==> config.mk <==
export PLATFORM = sky130hd
export DESIGN_NAME = truth_table_scanner
export DESIGN_NICKNAME = d
export VERILOG_FILES = /design/src/rtl/truth_table_scanner.sv
export SDC_FILE = /design/constraint.sdc
export NUM_CORES = 1
export LEC_CHECK = 0
export CAP_MARGIN = 20
export CORE_MARGIN = 2
export CORE_UTILIZATION = 36
export CTS_BUF_LIST = sky130_fd_sc_hd__clkbuf_8
export DETAILED_ROUTE_END_ITERATION = 10
export GPL_TIMING_DRIVEN = 1
export RECOVER_POWER = 100
export SETUP_SLACK_MARGIN = 0.05
export SLEW_MARGIN = 20
export SYNTH_ARGS = -nofsm -noshare
export SYNTH_HDL_FRONTEND = slang
export SYNTH_SLANG_ARGS = --single-unit
==> constraint.sdc <==
create_clock -name clk -period 1.7 [get_ports clk]
set_input_delay 0.51 -clock clk [delete_from_list [all_inputs] [get_ports clk]]
set_output_delay 0.51 -clock clk [all_outputs]
set_load 0.01 [all_outputs]
==> src/rtl/truth_table_scanner.sv <==
// Truth-table scanner for a 3-input combinational function.
// Steps the drive lines through vectors 0..7. Each vector is held for
// SETTLE_CYCLES wait cycles plus one sample cycle. The scanner then
// captures fOut per vector and compares the captured table with an
// expected table that is latched when the scan starts.
// o_table carries the captured truth table (bit i = fOut for vector i).
module truth_table_scanner #(
    parameter int unsigned SETTLE_CYCLES = 4
) (
    input  logic       clk,
    input  logic       rst,
    input  logic       start,
    input  logic [7:0] expTable,
    input  logic       fOut,
    output logic       drvX,
    output logic       drvY,
    output logic       drvZ,
    output logic       busy,
    output logic       done,
    output logic       match,
    output logic [7:0] o_table,
    output logic [7:0] mismatch
);

    typedef enum logic [1:0] {
        S_IDLE   = 2'd0,
        S_WAIT   = 2'd1,
        S_SAMPLE = 2'd2,
        S_DONE   = 2'd3
    } state_t;

    localparam logic [7:0] LP_CNT_LAST = 8'(SETTLE_CYCLES - 1);

    state_t     r_state;
    state_t     w_next_state;
    logic [2:0] r_idx;
    logic [2:0] w_next_idx;
    logic [7:0] r_cnt;
    logic [7:0] r_table;
    logic [7:0] w_table_next;
    logic [7:0] r_exp;
    logic       r_match;
    logic [7:0] r_mismatch;
    logic [2:0] r_drv;
    logic [2:0] w_drv_next;
    logic       r_busy;
    logic       r_done;

    // Next-state, next-index, next-table and next drive-vector decode.
    always_comb begin
        w_next_state         = r_state;
        w_next_idx           = r_idx;
        w_table_next         = r_table;
        w_table_next[r_idx]  = fOut;
        case (r_state)
            S_IDLE: begin
                if (start) begin
                    w_next_state = S_WAIT;
                    w_next_idx   = 3'd0;
                end else begin
                    w_next_state = S_IDLE;
                end
            end
            S_WAIT: begin
                if (r_cnt == LP_CNT_LAST) begin
                    w_next_state = S_SAMPLE;
                end else begin
                    w_next_state = S_WAIT;
                end
            end
            S_SAMPLE: begin
                if (r_idx == 3'd7) begin
                    w_next_state = S_DONE;
                end else begin
                    w_next_state = S_WAIT;
                    w_next_idx   = r_idx + 3'd1;
                end
            end
            S_DONE: begin
                w_next_state = S_IDLE;
            end
            default: begin
                w_next_state = S_IDLE;
            end
        endcase
        if ((w_next_state == S_WAIT) || (w_next_state == S_SAMPLE)) begin
            w_drv_next = w_next_idx;
        end else begin
            w_drv_next = 3'd0;
        end
    end

    // State register.
    always_ff @(posedge clk) begin
        if (rst) begin
            r_state <= S_IDLE;
        end else begin
            r_state <= w_next_state;
        end
    end

    // Scan datapath: index, settle counter, captured table and comparison results.
    always_ff @(posedge clk) begin
        if (rst) begin
            r_idx      <= 3'd0;
            r_cnt      <= 8'd0;
            r_table    <= 8'd0;
            r_exp      <= 8'd0;
            r_match    <= 1'b0;
            r_mismatch <= 8'd0;
        end else begin
            case (r_state)
                S_IDLE: begin
                    if (start) begin
                        r_idx      <= 3'd0;
                        r_cnt      <= 8'd0;
                        r_table    <= 8'd0;
                        r_exp      <= expTable;
                        r_match    <= 1'b0;
                        r_mismatch <= 8'd0;
                    end
                end
                S_WAIT: begin
                    r_cnt <= r_cnt + 8'd1;
                end
                S_SAMPLE: begin
                    r_table <= w_table_next;
                    r_idx   <= w_next_idx;
                    r_cnt   <= 8'd0;
                    if (r_idx == 3'd7) begin
                        r_match    <= (w_table_next == r_exp);
                        r_mismatch <= w_table_next ^ r_exp;
                    end
                end
                S_DONE: begin
                    r_cnt <= 8'd0;
                end
                default: begin
                    r_cnt <= 8'd0;
                end
            endcase
        end
    end

    // Registered status and drive outputs, decoded from the upcoming state.
    always_ff @(posedge clk) begin
        if (rst) begin
            r_busy <= 1'b0;
            r_done <= 1'b0;
            r_drv  <= 3'd0;
        end else begin
            r_busy <= (w_next_state != S_IDLE);
            r_done <= (w_next_state == S_DONE);
            r_drv  <= w_drv_next;
        end
    end

    assign drvX     = r_drv[0];
    assign drvY     = r_drv[1];
    assign drvZ     = r_drv[2];
    assign busy     = r_busy;
    assign done     = r_done;
    assign match    = r_match;
    assign o_table  = r_table;
    assign mismatch = r_mismatch;

endmodule

# Word-level counts from Yosys, hierarchy flattened
# Cells that the tools add are included.
# totals
reg_bits,43
wordCells,56
in_bits,12
output_inout_bits,22
# op_classes
magnitude_cmp,2
n_bitwise,2
n_reduce_logical,10
eq_ne,11
n_addsub,2
n_mux,19
# ops
op,n
one-hot mux 8 bit (2 select lines),2
one-hot mux 8 bit (3 select lines),1
two-way mux 8 bit,2
one-hot mux 3 bit (2 select lines),2
adder 8 x 1 -> 8 bit (second input constant),1
bitwise mux 8 bit,1
== test 2 bit (second input constant),4
== test 8 x 2 -> 1 bit (second input constant),1
== test 8 bit,1
one-hot mux 2 bit (4 select lines),1
bitwise XOR 8 bit,1
two-way mux 3 bit,2
== test 2 x 1 -> 1 bit (second input constant),2
< comparator 3 x 4 -> 1 bit (second input constant),1
two-way mux 1 bit,4
two-way mux 2 bit,2
inequality test 2 bit (second input constant),2
AND reduction 2 bit,2
nonzero test 2 bit,2
OR reduction 2 bit,2
adder 3 x 1 -> 3 bit (second input constant),1
demux 1 bit (select 3 bit),1
== test 3 bit (second input constant),1
>= comparator 3 x 1 -> 1 bit (second input constant),1
6 further kinds,6

# Longest topological paths before layout
# depth
depth_word,8
ltp_mapped,7
mapped_depth_nobuf,7

# Least setup slack after synthesis
# Ideal clock, no wire load.
# synth_path
path_kind,register to register
from,register r_cnt[0]
to,register r_drv[2]
slack_ps,67
stages_incl_launch_ff,8
synth_period_minus_slack_ps,1633
arrival_ps,1555
setup_time_ps,78
required_time_ps,1622
path_buffers,0
path_cell_list,dfxtp_1 -> ha_1 -> nor4b_1 -> nand2_1 -> o22a_1 -> ha_1 -> nand2b_1 -> nor3_1
# synth_between
elab_chain_cells,7
elab_cells_between_ends,8
cone_classes,eq/ne: 3; mux: 2; bitwise: 1; reduce/logical: 2
# synth_lines
element,line,source
from (decl),38,logic [7:0] r_cnt;
from (signal assigned),124,r_cnt <= r_cnt + 8'd1;
== test 8 x 2 -> 1 bit (*),65,if (r_cnt == LP_CNT_LAST) begin
two-way mux 2 bit (*),65,
one-hot mux 2 bit (4 select lines) (*),55,case (r_state)
== test 2 x 1 -> 1 bit / == test 2 bit (equally long branches),86,if ((w_next_state == S_WAIT) || (w_next_state == S_SAMPLE)) begin
logical OR 1 bit (*),86,
inverter 1 bit (no line) (*),-,
OR reduction 2 bit (no line) (*),-,
to (signal assigned),154,r_drv <= w_drv_next;
to (decl),44,logic [2:0] r_drv;
# Every way passes the cells marked *; elsewhere a longest branch is shown, timed or not.
# A chain may end at the register's enable or synchronous reset.

# Worst setup path after layout
# layout_path
from,register r_idx[0]
to,register r_match (netlist: match)
# layout_between
elab_chain_cells,8
elab_cells_between_ends,12
cone_classes,order compare: 2; eq/ne: 3; mux: 5; reduce/logical: 2
# layout_lines
element,line,source
from (decl),36,logic [2:0] r_idx;
from (signal assigned),128,r_idx <= w_next_idx;
< comparator 3 x 4 -> 1 bit (implied by the code) / >= comparator 3 x 1 -> 1 bit (equally long branches),54,w_table_next[r_idx] = fOut;
logical AND 1 bit (implied by the code),54,
two-way mux 1 bit (implied by the code),54,
demux 1 bit (select 3 bit),54,
bitwise mux 8 bit,54,
== test 8 bit,131,r_match <= (w_table_next == r_exp);
two-way mux 1 bit,130,if (r_idx == 3'd7) begin
one-hot mux 1 bit (2 select lines),112,case (r_state)
to (signal assigned),131,
to (decl),42,logic r_match;
# Parallel ways exist; a longest one is shown, timed or not. The select of a mux whose other input is x is not followed.

==> flow_summary.json <==
{
  "outcome": "finished, final reports clean",
  "holdWs_ns": 0.476,
  "drtIter0Drc": 114,
  "final_common_cell": "dfxtp_1",
  "rsz0062_at_grt": "yes",
  "maxSlewHeadroom_pct": 69.5,
  "clk_pin_slew_ns": 0.09,
  "endpoint_kind": "flip-flop",
  "first_global_vias": 1806,
  "fp.dieW_um": 77.3,
  "synth_nets": 244,
  "grt_overflow": 0,
  "swShare_pct": 26.5,
  "cts.sinks": 43,
  "pre_cts_ws_ns": -0.341,
  "wl_per_cell_um": 13.4,
  "root_buffer": "clkbuf_8",
  "rr_startpoint": "r_idx[0]$_SDFFE_PP0N_",
  "cts_tree": "done",
  "start_kind": "flip-flop",
  "totalPowerFinal_mw": 1.94,
  "grt_max_degree": 20,
  "clockBufferDepth": 2,
  "layout_common_cells": "dfxtp_1 (38), nor2_1 (35), buf_4 (34)",
  "yosysSeqAreaShare_pct": 44.5,
  "slew_viol_final": 0,
  "ios": 34,
  "place_congestion": 0.801,
  "antenna_cells": 0,
  "drc": 0,
  "hold_viol_final": 0,
  "dp_hpwl_mm": 3.48,
  "crit_start": "r_idx[0]$_SDFFE_PP0N_",
  "min_period_ns": 1.68,
  "numCtsBuffers": 5,
  "max_freq_ghz": 0.596,
  "crit_type": "flip-flop to flip-flop",
  "syn-instance-count": 228,
  "setup_viol": 0,
  "power_density_nw_per_um2": 681,
  "synth-seq-cells": 43,
  "port-buffer-count": 33,
  "row_count": 26,
  "die_h_um": 77.3,
  "fin_worst_skew_ns": 0.00832,
  "grt_pass1_wl_mm": 8.36,
  "drv_cap": 0,
  "wl_mm": 4.93,
  "multi_input_area_sq_um": 1160,
  "drt_pass1_iterations": 4,
  "hold_class": "flip-flop to flip-flop",
  "fin_area_sq_um": 2840,
  "place_area_sq_um": 2580,
  "period_share_pct": 98.8,
  "comb_power_share_pct": 11.6,
  "vdd_drop_max_mv": 0.360,
  "syn_area_per_cell_sq_um": 8.49,
  "syn_area_sq_um": 1940,
  "area_delta_synth_final_pct": 46.9,
  "sequentialPowerShare_pct": 53.5,
  "grt_usage_pct": 17.4,
  "p_int_mw": 1.42,
  "synth_cell_types": 33,
  "p_leak_nw": 1.19,
  "switchingPower_uw": 514,
  "crit_fanout": 7,
  "htreeDepth": 2,
  "vias": 1845,
  "initial_core_util_pct": 37.7,
  "drive_gt1_share_pct": 26.9,
  "clk_latency_ns": 0.30,
  "die_area_sq_um": 5980,
  "antenna_found_initial": 0,
  "nFillCells": 496,
  "worst_pin_slew_ns": 0.457,
  "crit_arrival_ns": 1.93,
  "ant_nets": 0,
  "nets": 312,
  "clkPwrFrac_pct": 34.9,
  "ys.warnings.count": 0,
  "core_sq_um": 5140,
  "worstPathRequired_ns": 1.96,
  "vias_per_cell": 5.03,
  "hp-start": "r_exp[5]$_SDFFE_PP0P_",
  "layout_setup_ws_ns": 0.0212,
  "seq_area_sq_um": 875,
  "fin_setup_tns_ns": 0
}
kinds of logic (layout without fill, tap and decap cells):
logic type	count (synthesis)	count (layout)	share of synthesized area (%)
simple gates	93	93	23.5
compound gates	53	53	17.1
flops	43	43	44.5
buf+inv	17	86	3.55
mux	10	10	5.17
xor+xnor	8	8	3.62
fa+ha+maj	4	4	2.59
sequential cells by signal (all words and copies together) (netlist names):
name      count
busy          1
done          1
r_idx         3
o_table       8
match         1
r_state       2
r_cnt         8
r_drv         3
mismatch      8
r_exp         8
power groups by stage:
stage | registers, mW | logic, mW | clock network, mW
floorplan | 1.06 | 0.109 | 0
detailed placement | 1.06 | 0.212 | 0
global placement | 1.06 | 0.211 | 0
CTS | 1.04 | 0.215 | 0.703
finish | 1.04 | 0.225 | 0.676
global route | 1.04 | 0.250 | 0.742
cell type report:
cell class | count | area share, %
clock buffers | 5 | 2.42
clock inverters | 3 | 0.836
inverters | 4 | 0.528
multi-input cells | 168 | 40.7
flip-flops and latches | 43 | 30.8
well taps | 70 | 3.08
repair buffers | 74 | 21.7
per-stage QoR:
stage | std cells | utilization, %
6_report | 367 | 55.3
3_3_place_gp | 355 | 50.1
5_1_grt | 367 | 55.3
4_1_cts | 365 | 52.8
2_1_floorplan | 228 | -
3_5_place_dp | 355 | 50.1
repair_timing:
item | in CTS | in global routing
pin swaps | 7 | 7
gates resized for setup | 37 | 30
buffers inserted | 2 | 2
gates cloned | 0 | 0
hold buffers | 0 | 0
endpoints found under the setup margin | 29 | 13
metal layers:
layer  wire length (um)  track usage [%]
met1               2120             21.1
met2               2530             29.2
met3                209             4.35
met4                 74             7.68
met5                  0                0
Yosys cell counts (all sizes together):
cell type | instances | area, sq um
o22a | 1 | 8.76
nand2b | 3 | 18.8
and3b | 3 | 26.3
a22oi | 17 | 128
buf | 5 | 23.8
inv | 4 | 15.0
a21o | 1 | 7.51
nor3 | 7 | 35.0
ha | 4 | 50.1
nor2 | 38 | 145
mux2i | 10 | 100
a31oi | 1 | 6.26
or2 | 2 | 12.5
nand3 | 3 | 15.0
a311oi | 2 | 17.5
and2 | 1 | 6.26
and3 | 3 | 18.8
nand2 | 21 | 78.8
xnor2 | 8 | 70.1
nand3b | 3 | 22.5
nor4 | 2 | 12.5
a21oi | 17 | 85.1
a41oi | 1 | 8.76
nor3b | 4 | 40.0
nor2b | 1 | 6.26
clkbuf | 8 | 30.0
dfxtp | 43 | 861
a31o | 1 | 8.76
nor4b | 2 | 17.5
o21ai | 12 | 60.1
worst paths after layout:
check	to	slack [ns]	cells after the start
hold reg to reg	r_exp[5]$_SDFFE_PP0P_	0.48	2
setup / recovery	match$_SDFFE_PP0P_	0.02	6
setup reg to reg	match$_SDFFE_PP0P_	0.02	6
hold / removal	r_exp[5]$_SDFFE_PP0P_	0.48	2
critical path: stages (launching register included):
cell and delay [ns]:
dfxtp_4 0.38, buf_6 0.13, and3b_2 0.28, mux2i_4 0.26
xnor2_2 0.12, nor4_2 0.29, a31o_1 0.18
No activity file was read; power rests on OpenSTA's default activity.
